===== src/rtl/mdu_iter.sv =====
// mdu_iter: iterative radix-2 multiply/divide unit owning the HI/LO registers.
//   clk, aclr (async active-high reset)
//   start/op/src_a/src_b: launch MULT(00) MULTU(01) DIV(10) DIVU(11) when idle
//   abort: cancel in-flight op; mthi/mtlo: write src_a to HI/LO when idle
//   busy: op in flight; done: one-cycle pulse after HI/LO update; hi/lo: registers
module mdu_iter #(
    parameter int WIDTH = 32
) (
    input  logic             clk,
    input  logic             aclr,
    input  logic             start,
    input  logic [1:0]       op,
    input  logic [WIDTH-1:0] src_a,
    input  logic [WIDTH-1:0] src_b,
    input  logic             abort,
    input  logic             mthi,
    input  logic             mtlo,
    output logic             busy,
    output logic             done,
    output logic [WIDTH-1:0] hi,
    output logic [WIDTH-1:0] lo
);
    localparam int CW = $clog2(WIDTH);
    typedef enum logic [1:0] {IDLE, RUN, FIX} state_t;
    state_t               state_q, state_d;
    logic [CW-1:0]        cnt_q, cnt_d;
    logic [2*WIDTH-1:0]   acc_q, acc_d;
    logic [WIDTH-1:0]     opnd_q, opnd_d, hi_q, hi_d, lo_q, lo_d;
    logic                 div_q, div_d, negq_q, negq_d, negr_q, negr_d, dz_q, dz_d, done_q, done_d;
    logic                 a_neg, b_neg, div_ge;
    logic [WIDTH-1:0]     a_mag, b_mag, div_rem;
    logic [WIDTH:0]       mul_sum, div_top;
    logic [2*WIDTH-1:0]   mul_next, div_next, prod_fix;
    assign a_neg    = ~op[0] & src_a[WIDTH-1];
    assign b_neg    = ~op[0] & src_b[WIDTH-1];
    assign a_mag    = a_neg ? -src_a : src_a;
    assign b_mag    = b_neg ? -src_b : src_b;
    // multiply: acc = {partial product, remaining multiplier bits}
    assign mul_sum  = {1'b0, acc_q[2*WIDTH-1:WIDTH]} + (acc_q[0] ? {1'b0, opnd_q} : '0);
    assign mul_next = {mul_sum, acc_q[WIDTH-1:1]};
    // divide: acc = {partial remainder, dividend/quotient}; the shifted remainder needs one extra bit
    assign div_top  = acc_q[2*WIDTH-1:WIDTH-1];
    assign div_ge   = div_top >= {1'b0, opnd_q};
    assign div_rem  = div_top[WIDTH-1:0] - opnd_q;
    assign div_next = div_ge ? {div_rem, acc_q[WIDTH-2:0], 1'b1} : {div_top[WIDTH-1:0], acc_q[WIDTH-2:0], 1'b0};
    assign prod_fix = negq_q ? -acc_q : acc_q;
    always_comb begin
        state_d = state_q;
        cnt_d   = cnt_q;
        acc_d   = acc_q;
        opnd_d  = opnd_q;
        div_d   = div_q;
        negq_d  = negq_q;
        negr_d  = negr_q;
        dz_d    = dz_q;
        hi_d    = hi_q;
        lo_d    = lo_q;
        done_d  = 1'b0;
        if (abort) begin
            state_d = IDLE;
        end else begin
            case (state_q)
                IDLE: begin
                    if (start) begin
                        state_d = RUN;
                        cnt_d   = '0;
                        div_d   = op[1];
                        negq_d  = a_neg ^ b_neg;
                        negr_d  = a_neg;
                        dz_d    = op[1] & (src_b == '0);
                        opnd_d  = op[1] ? b_mag : a_mag;
                        acc_d   = {{WIDTH{1'b0}}, op[1] ? a_mag : b_mag};
                    end else begin
                        hi_d = mthi ? src_a : hi_q;
                        lo_d = mtlo ? src_a : lo_q;
                    end
                end
                RUN: begin
                    acc_d   = div_q ? div_next : mul_next;
                    cnt_d   = cnt_q + 1'b1;
                    state_d = (&cnt_q) ? FIX : RUN;
                end
                FIX: begin
                    state_d = IDLE;
                    done_d  = 1'b1;
                    // restoring division by zero already leaves rem = |a|, so only lo needs forcing
                    hi_d = !div_q ? prod_fix[2*WIDTH-1:WIDTH] :
                           negr_q ? -acc_q[2*WIDTH-1:WIDTH] : acc_q[2*WIDTH-1:WIDTH];
                    lo_d = !div_q ? prod_fix[WIDTH-1:0] :
                           dz_q   ? {WIDTH{1'b1}} : prod_fix[WIDTH-1:0];
                end
                default: state_d = IDLE;
            endcase
        end
    end
    always_ff @(posedge clk or posedge aclr) begin
        if (aclr) begin
            state_q <= IDLE;
            cnt_q   <= '0;
            acc_q   <= '0;
            opnd_q  <= '0;
            div_q   <= 1'b0;
            negq_q  <= 1'b0;
            negr_q  <= 1'b0;
            dz_q    <= 1'b0;
            hi_q    <= '0;
            lo_q    <= '0;
            done_q  <= 1'b0;
        end else begin
            state_q <= state_d;
            cnt_q   <= cnt_d;
            acc_q   <= acc_d;
            opnd_q  <= opnd_d;
            div_q   <= div_d;
            negq_q  <= negq_d;
            negr_q  <= negr_d;
            dz_q    <= dz_d;
            hi_q    <= hi_d;
            lo_q    <= lo_d;
            done_q  <= done_d;
        end
    end
    assign busy = state_q != IDLE;
    assign done = done_q;
    assign hi   = hi_q;
    assign lo   = lo_q;
endmodule


===== config.mk =====
export PLATFORM = sky130hd
export DESIGN_NAME = mdu_iter
export DESIGN_NICKNAME = d
export VERILOG_FILES = /design/src/rtl/mdu_iter.sv
export SDC_FILE = /design/constraint.sdc
export NUM_CORES = 1
export LEC_CHECK = 0
export BUFFER_PORTS_ARGS = -buffer_cell sky130_fd_sc_hd__buf_4
export CAP_MARGIN = 40
export CORE_MARGIN = 4
export CORE_UTILIZATION = 50
export CTS_CLUSTER_SIZE = 25
export DETAILED_ROUTE_END_ITERATION = 8
export GPL_TIMING_DRIVEN = 1
export PLACE_DENSITY = 0.69
export SYNTH_ARGS = -nofsm -noshare
export SYNTH_HDL_FRONTEND = slang
export SYNTH_SLANG_ARGS = --single-unit

===== constraint.sdc =====
create_clock -name clk -period 9 [get_ports clk]
set_input_delay 1.35 -clock clk [delete_from_list [all_inputs] [get_ports clk]]
set_output_delay 1.35 -clock clk [all_outputs]
set_load 0.02 [all_outputs]

== Yosys cells after proc, flatten, opt, wreduce, memory -nomap -nowiden ==
Cells that the tools add are included.

* Add/sub/neg operators: 7
* Magnitude comparators: 1
* Equal/unequal tests: 7
* Multiplexer cells: 28
* Bitwise logic cells: 6
* Reduce and logical (&&, ||, !) cells: 10

{| class="wikitable"
|+ Operators with widths
! operator !! number
|-
| 32-bit two-way mux || 13
|-
| 64-bit two-way mux || 4
|-
| 32-bit one-hot mux with 2 select lines || 2
|-
| 64-bit one-hot mux with 2 select lines || 1
|-
| 32-bit negation || 3
|-
| 64-bit negation || 1
|-
| 32-bit by 32-bit adder with 33-bit output || 1
|-
| 33-bit by 32-bit >= comparator with 1-bit output || 1
|-
| 32-bit zero test || 1
|-
| 32-bit subtractor || 1
|-
| 5-bit one-hot mux with 2 select lines || 1
|-
| 2-bit != test (second input constant) || 4
|-
| 4-bit AND reduction || 2
|-
| 2-bit two-way mux || 3
|-
| 3-bit AND reduction || 2
|-
| 2-bit nonzero test || 3
|-
| 5-bit by 1-bit adder with 5-bit output (second input constant) || 1
|-
| 5-bit two-way mux || 1
|-
| 5-bit AND reduction || 1
|-
| 2-bit one-hot mux with 2 select lines || 1
|-
| 1-bit bitwise AND || 3
|-
| 3-bit != test (second input constant) || 1
|-
| 2-bit by 1-bit == test with 1-bit output (second input constant) || 1
|-
| 2-bit == test (second input constant) || 1
|-
| other kinds (4) || 6
|}

* Bits in registers: 172
* Input port bits: 72
* Output and inout bits: 66

== Logic depth before layout (Yosys ltp) ==
Gate-level depths: netlist of run 1.

* Depth in word-level cells: 6
* Gate-level depth with buffers: 14
* Mapped depth without buffers: 13

== Worst setup path before layout of run 1 ==
OpenSTA, ideal clock, no wires.

* Kind: input to register
* Start: in src_a[13]
* End: reg acc_q[24]
* Arrival: 3.403 ns
* Data required time: 8.879 ns
* Path slack: 5.476 ns
* Cell stages on the path: 8
* Cell sequence: or4_1 or4b_1 nor2_1 nand2_1 o21ai_0 xor2_1 a211oi_1 o22a_1

* Cells in the longest elaborated chain, start to end: 5

{| class="wikitable"
|+ RTL lines
! element !! RTL line !! source
|-
| start: declaration || 13 || <nowiki>input logic [WIDTH-1:0] src_a,</nowiki>
|-
| 32-bit negation || 36 || <nowiki>assign a_mag = a_neg ? -src_a : src_a;</nowiki>
|-
| 32-bit two-way mux || 36 ||
|-
| 32-bit two-way mux || 72 || <nowiki>acc_d = {{WIDTH{1'b0}}, op[1] ? a_mag : b_mag};</nowiki>
|-
| 64-bit two-way mux || 64 || <nowiki>if (start) begin</nowiki>
|-
| 64-bit one-hot mux with 2 select lines || 62 || <nowiki>case (state_q)</nowiki>
|-
| end signal: assignment || 100 || <nowiki>acc_q <= '0;</nowiki>
|-
| end signal: assignment || 112 || <nowiki>acc_q <= acc_d;</nowiki>
|-
| end: declaration || 27 || <nowiki>logic [2*WIDTH-1:0] acc_q, acc_d;</nowiki>
|}

Every way passes these cells. The select of a mux whose other input is x is not followed.
A chain may end at the register's enable or synchronous reset.

== Worst setup path in the final report of run 1 ==
* Start: reg acc_q[0]
* End: reg acc_q[63]

* Cells in the longest elaborated chain, start to end: 4

{| class="wikitable"
|+ RTL lines
! element !! RTL line !! source
|-
| 32-bit two-way mux || 39 || <nowiki>assign mul_sum = {1'b0, acc_q[2*WIDTH-1:WIDTH]} + (acc_q[0] ? {1'b0, opnd_q} : '0);</nowiki>
|-
| 32-bit by 32-bit adder with 33-bit output || 39 ||
|-
| 64-bit two-way mux || 79 || <nowiki>acc_d = div_q ? div_next : mul_next;</nowiki>
|-
| 64-bit one-hot mux with 2 select lines || 62 ||
|}

Every way passes these cells.

==> metrics.yaml, run 1 <==
syn_nets: 2102
cp-end-kind: "flop"
multi_input_area_um2: 10000
p_sw_share_pct: 45.4
cts_tree: "yes"
fp.dieH_um: 181
synth.avg_cell_area_um2: 7.66
synth_cell_type_count: 86
syn2layout_area_growth_pct: 12.6
initial_core_util_pct: 50.6
cts_setup_buffers: 0
p_comb_share_pct: 46.8
relSlewSlack_pct: 35.8
leakage_nw: 7.46
fmax_mhz: 245
cts_sinks: 172
synth-main-ff-cell: "dfrtp_1"
clkSlewWorstSetupHoldPaths_ns: 0.07
setup-violations-final: 0
insertion_delay_ns: 0.45
fin_tns_setup_ns: 0
diodes: 0
yosys_register_bits: 172
startpoint: "acc_q[0]"
holdCritPathClass: "reg -> reg"
p_clk_share_pct: 21.6
cts_buffer_depth: 2
drive_gt1_share_pct: 11.6
rsz0062_at_grt: "false"
portBuffers: 137
skew_ns: 0.0144
rows: 63
worst_slew_pin_slew_ns: 0.963
final-seq-area_um2: 4310
hold_buffers: 0
ys_warn_count: 0
yosysSeqAreaShare_pct: 28.7
grt_overflow: 0
drcViolationCount: 0
postCtsResizedCells: 0
cts_root_buf: "clkbuf_16"
antenna_found_initial: 0
cts-htree-levels: 4
fillCellCount: 2784
cap_viol_max_count: 0
fin_crit_sh_pct: 45.3
p_total_mw: 3.54
vdd_drop_max_mv: 0.129
synth_edf_count: 0
numCtsBuffers: 17
cellInternalPower_mw: 1.94
power.switching_mw: 1.61
reg2reg_slack_ns: 4.92
postSynth.asyncResetShare_pct: 100
die_w_um: 181
io_pins: 138
hold_viol: 0
path_max_fanout: 31
required_ns: 9.33
min_from: "cnt_q[4]"
place_congestion: 0.960
hpwl_um: 41400
drtIter0Drc: 1857
synthCells: 1958
reg2reg_from: "acc_q[0]"
synthesis.area_um2: 15000
ant_nets: 0
routedWlPerCell_um: 22.5
power_density_nw_per_um2: 210
finalHoldWorstSlack_ns: 0.481
vias: 15376
grt_pass1_wl_um: 82900
seq_power_share_pct: 31.6
viasPerCell: 6.38
die-area_um2: 32800
min_period_ns: 4.08
grt_max_degree: 86
status: "finished, final reports clean"
crit_path_start_kind: "flop"
nets: 2152
wl_um: 54200
cp.arrival_ns: 4.41
grt_pass1_vias: 14001
slew_violations: 0
dr.pass1.iters: 6
criticalPathCategory: "reg -> reg"
grt_usage_pct: 31.8
core_area_um2: 29600
registers in the layout, indices dropped and copies added (netlist names):
register  count
hi           32
negr_q        1
negq_q        1
state_q       2
dz_q          1
div_q         1
opnd_q       32
lo           32
acc_q        64
cnt_q         5
done          1
kinds of logic after synthesis:
family / after synthesis / share of synthesized area [%]
compound gates: 661 / 26.7
simple gates: 636 / 19.9
buf+inv: 191 / 4.94
flops: 172 / 28.7
xor+xnor: 170 / 9.92
fa+ha+maj: 72 / 6.10
mux: 56 / 3.77
power groups by stage:
stage / Combinational, mW / Sequential (mW) / Clock [mW]
after global placement: 1.60 / 1.12 / 0
after global routing: 1.81 / 1.14 / 0.809
after floorplan: 1.13 / 1.09 / 0
after CTS: 1.63 / 1.11 / 0.774
after detailed placement: 1.62 / 1.13 / 0
final: 1.66 / 1.12 / 0.765
layer usage:
layer  GRT usage [%]  routed length (µm)  vias to the layer above
li1                -                   -                     7153
met1            47.0               23900                     7312
met2            46.9               22800                      808
met3            5.88                5490                      103
met4            10.6                1990                        0
met5               0                   0                        -
cells in the mapped netlist, types with 9 or more instances:
library cell / instances / area (µm²)
nand2_1: 219 / 822
xnor2_1: 102 / 893
o41ai_1: 9 / 78.8
a22oi_1: 11 / 82.6
a31oi_1: 28 / 175
nor2_1: 204 / 766
clkbuf_1: 110 / 413
o21ai_1: 14 / 70.1
a21oi_1: 205 / 1030
or4_1: 9 / 67.6
buf_1: 10 / 37.5
o211ai_1: 14 / 105
nand3_1: 33 / 165
dfrtp_1: 172 / 4300
nand2b_1: 16 / 100
a21o_1: 26 / 195
o22ai_1: 32 / 200
and3_1: 14 / 87.6
o31ai_1: 26 / 195
xor2_1: 68 / 596
mux2i_1: 52 / 521
nor4_1: 17 / 106
ha_1: 70 / 876
nor3_1: 35 / 175
o21a_1: 12 / 90.1
a211oi_1: 14 / 105
nand4_1: 19 / 119
inv_1: 60 / 225
or3_1: 18 / 113
nor2b_1: 15 / 93.8
o21ai_0: 199 / 996
final timing paths:
path,endpoint,depth (start not counted)
worst max-delay path,acc_q[63],13
worst min-delay path,cnt_q[4],2
worst max register to register,acc_q[63],13
worst min register to register,cnt_q[4],2
max in group asynchronous,acc_q[43],4
min in group asynchronous,lo[8],2
critical path, stage by stage, from the launching register on:
cell and delay [ns]:
dfrtp_1 0.45, inv_1 0.12, buf_4 0.36, nor2_1 0.10, ha_1 0.40, a21oi_1 0.26, o211ai_1 0.15, a21oi_1 0.25
nand3_1 0.24, a31oi_1 0.60, o21ai_1 0.21, a2111oi_0 0.43, nor3_1 0.09, a32o_1 0.27
stage by stage:
step	cell area [µm²]	utilization (%)	setup WS, ns	cells
after detailed placement	16300	55.0	4.92	2379
after global placement	16200	54.6	4.90	2372
after floorplan	15000	-	2.99	1958
final	16900	57.0	4.92	2411
after global routing	16900	57.0	4.66	2411
after CTS	16900	57.0	5.05	2411
cells in the final DEF (no fill, tap or decap), types with 33 or more instances in the layout:
master,instances
a21oi_1,205
buf_4,154
dfrtp_1,171
ha_1,70
inv_1,59
mux2i_1,52
nand2_1,219
nand3_1,33
nor2_1,203
nor3_1,35
o21ai_0,198
xnor2_1,102
xor2_1,68
cell type report:
type                    instances  share of cell area (%)
clock buffers                  17                    2.52
clock inverters                15                   0.970
well taps                     390                    2.89
repair buffers                160                    7.55
flip-flops and latches        172                    25.5
multi-input cells            1595                    59.2
inverters                      62                    1.41
Note: power is estimated with default switching activity, not from simulation.
==> run 2, diff against run 1 <==
- PLACE_DENSITY: 0.69 -> 0.72
- clock period: 9 -> 3.5 ns (I/O delays scaled with it)
==> metrics.yaml, run 2 (synthesized netlist as in run 1, its figures left out) <==
status: "finished, final reports clean"
seq_power_share_pct: 29.1  # -2.5 points
p_clk_share_pct: 21.0  # -0.6 points
skew_ns: 0.0160  # +0.00165 ns
io_pins: 138  # unchanged
clkSlewWorstSetupHoldPaths_ns: 0.08  # about the same
cap_viol_max_count: 0  # unchanged
vdd_drop_max_mv: 0.413  # +220%
final_common_cell: "buf_4"
worst_slack_ns: 0.146  # -4.77 ns
top_register: "acc_q"
relSlewSlack_pct: 43.2  # +7.4 points
holdCritPathClass: "in -> async"
rows: 63  # unchanged
max_stage_delay_ns: 0.49  # -0.11 ns
cts_root_buf: "clkbuf_16"
fp.dieH_um: 181  # unchanged
dp_slack_ns: -0.0508  # -4.98 ns
grt_usage_pct: 33.5  # +1.6 points
diodes: 0  # unchanged
hpwl_um: 43700  # +5.7%
initial_core_util_pct: 50.6  # unchanged
cts_sinks: 172  # unchanged
drtIter0Drc: 1785  # -3.9%
dr.pass1.iters: 6  # unchanged
crit_top_cell: "inv_1"
antenna_found_initial: 0  # unchanged
hold_buffers: 0  # unchanged
hold_viol: 0  # unchanged
path_max_fanout: 4  # -87%
p_sw_share_pct: 45.3  # -0.10 points
core_area_um2: 29600  # unchanged
die_w_um: 181  # unchanged
fillCellCount: 2727  # -2.0%
largest_reg_flops: 64  # unchanged
required_ns: 3.85  # -5.48 ns
power.switching_mw: 4.28  # +170%
crit_path_top_delay_cell: "a2111oi_1"
grt_pass1_wl_um: 86700  # +4.6%
wl_um: 56400  # +4.0%
nets: 2232  # +3.7%
min_period_ns: 3.35  # -0.726 ns
finalNonFillerCells: 2491  # +3.3%
worstPathCellList: "inv_1, ha_1, inv_1, fa_1, a21oi_1, o211a_1, o31a_1, o31ai_2, a2111oi_1, nor3_1, xnor2_1, o21a_1, o31ai_1"
leakage_nw: 7.86  # +5.4%
portBuffers: 137  # unchanged
crit_path_start_kind: "flop"
syn2layout_area_growth_pct: 17.1
grt_pass1_vias: 14694  # +4.9%
criticalPathCategory: "reg -> reg"
cts_tree: "yes"
placed_cells_incl_taps: 2458  # +3.3%
setup-violations-final: 0  # unchanged
viasPerCell: 6.34  # -0.61%
final_util_pct: 59.3  # +2.3 points
ant_nets: 0  # unchanged
grt_overflow: 0  # unchanged
power_density_nw_per_um2: 538  # +160%
cts_buffer_depth: 2  # unchanged
rsz0062_at_grt: "false"
fin_crit_sh_pct: 95.8  # +50 points
vias: 15790  # +2.7%
fmax_mhz: 298  # +22%
cts-htree-levels: 4  # unchanged
cp-end-kind: "flop"
routedWlPerCell_um: 22.6  # +0.66%
p_total_mw: 9.45  # +170%
insertion_delay_ns: 0.45  # about the same
grt_max_degree: 74  # -14%
final_cell_mix: "buf_4, nand2_1, nor2_1, a21oi_1, o21ai_0"
drcViolationCount: 0  # unchanged
cp.arrival_ns: 3.70  # -0.71 ns
numCtsBuffers: 17  # unchanged
worst_slew_pin_slew_ns: 0.850  # -0.113 ns
die-area_um2: 32800  # unchanged
cellInternalPower_mw: 5.17  # +170%
slew_violations: 0  # unchanged
p_comb_share_pct: 49.9  # +3.1 points
drive_gt1_share_pct: 15.3  # +3.7 points
place_congestion: 1.01  # +5.7%
[run 2: cell types whose count changed in the layout (fill, tap and decap cells not counted), moves of 2 or more]
cell,before,now
a2111oi_1,0,2
a21oi_1,205,203
a2111oi_0,6,3
buf_16,2,0
buf_4,154,233
o311ai_1,2,0
inv_6,4,2
o311ai_2,0,2
buf_12,1,5
clkinv_8,1,3
a21oi_2,0,2
[run 2: routing by layer]
metal  up-vias  track usage [%]  share of wire [%]  wire length (µm)
met4         0             12.6                4.2              2390
met2       887             50.6                 43             24300
met5         -                0                  0                 0
li1       7301                -                  -                 -
met1      7490             47.1                 42             23800
met3       112             7.31                 10              5860
[run 2: timing repair]
item / in CTS / in global routing
endpoints found under the setup margin: 3 / 10
pin swaps: 0 / 2
gates resized for setup: 2 / 11
buffers inserted: 0 / 1
[run 2: area by class of cell]
| type | instances | area, µm² | area share [%] |
|---|---|---|---|
| tap | 390 | 488 | 2.78 |
| clock inverter | 15 | 171 | 0.975 |
| inverter | 62 | 236 | 1.35 |
| sequential | 172 | 4310 | 24.5 |
| multi-input combinational | 1595 | 10100 | 57.3 |
| timing repair buffer | 240 | 1880 | 10.7 |
| clock buffer | 17 | 425 | 2.42 |
[run 2: path summary, 6_finish.rpt]
path,from,endpoint,slack (ns),cells after the start
max in group asynchronous,aclr,acc_q[44],2.70,4
setup / recovery,acc_q[31],acc_q[62],0.15,13
hold / removal,aclr,lo[7],0.006,2
hold reg to reg,lo[11],lo[11],0.48,2
setup reg to reg,acc_q[31],acc_q[62],0.15,13
min in group clk,op[0],negq_q,0.40,2
[run 2: through the flow]
step | TNS (ns) | area [µm²] | hold slack [ns]
2_1_floorplan | 0 | 15000 | 0.445
3_3_place_gp | 0 | 16800 | 0.465
3_5_place_dp | -0.0605 | 16900 | 0.470
4_1_cts | 0 | 17500 | 0.00546
5_1_grt | 0 | 17600 | 0.0114
6_report | 0 | 17600 | 0.00605
[run 2: power groups by stage]
| stage | sequential (mW) | clock, mW | combinational, mW |
|---|---|---|---|
| 5_1_grt | 2.79 | 2.06 | 5.13 |
| 3_5_place_dp | 2.77 | 0 | 4.57 |
| 2_1_floorplan | 2.81 | 0 | 2.91 |
| 4_1_cts | 2.73 | 1.98 | 4.61 |
| 6_report | 2.75 | 1.98 | 4.72 |
| 3_3_place_gp | 2.75 | 0 | 4.53 |
[run 2: critical path: cells and delay by family (launching register included)]
kind | cells | cell delay (ns)
fa+ha+maj | 2 | 0.60
compound gates | 7 | 1.79
xor+xnor | 1 | 0.15
buf+inv | 2 | 0.16
simple gates | 1 | 0.13
flops | 1 | 0.44
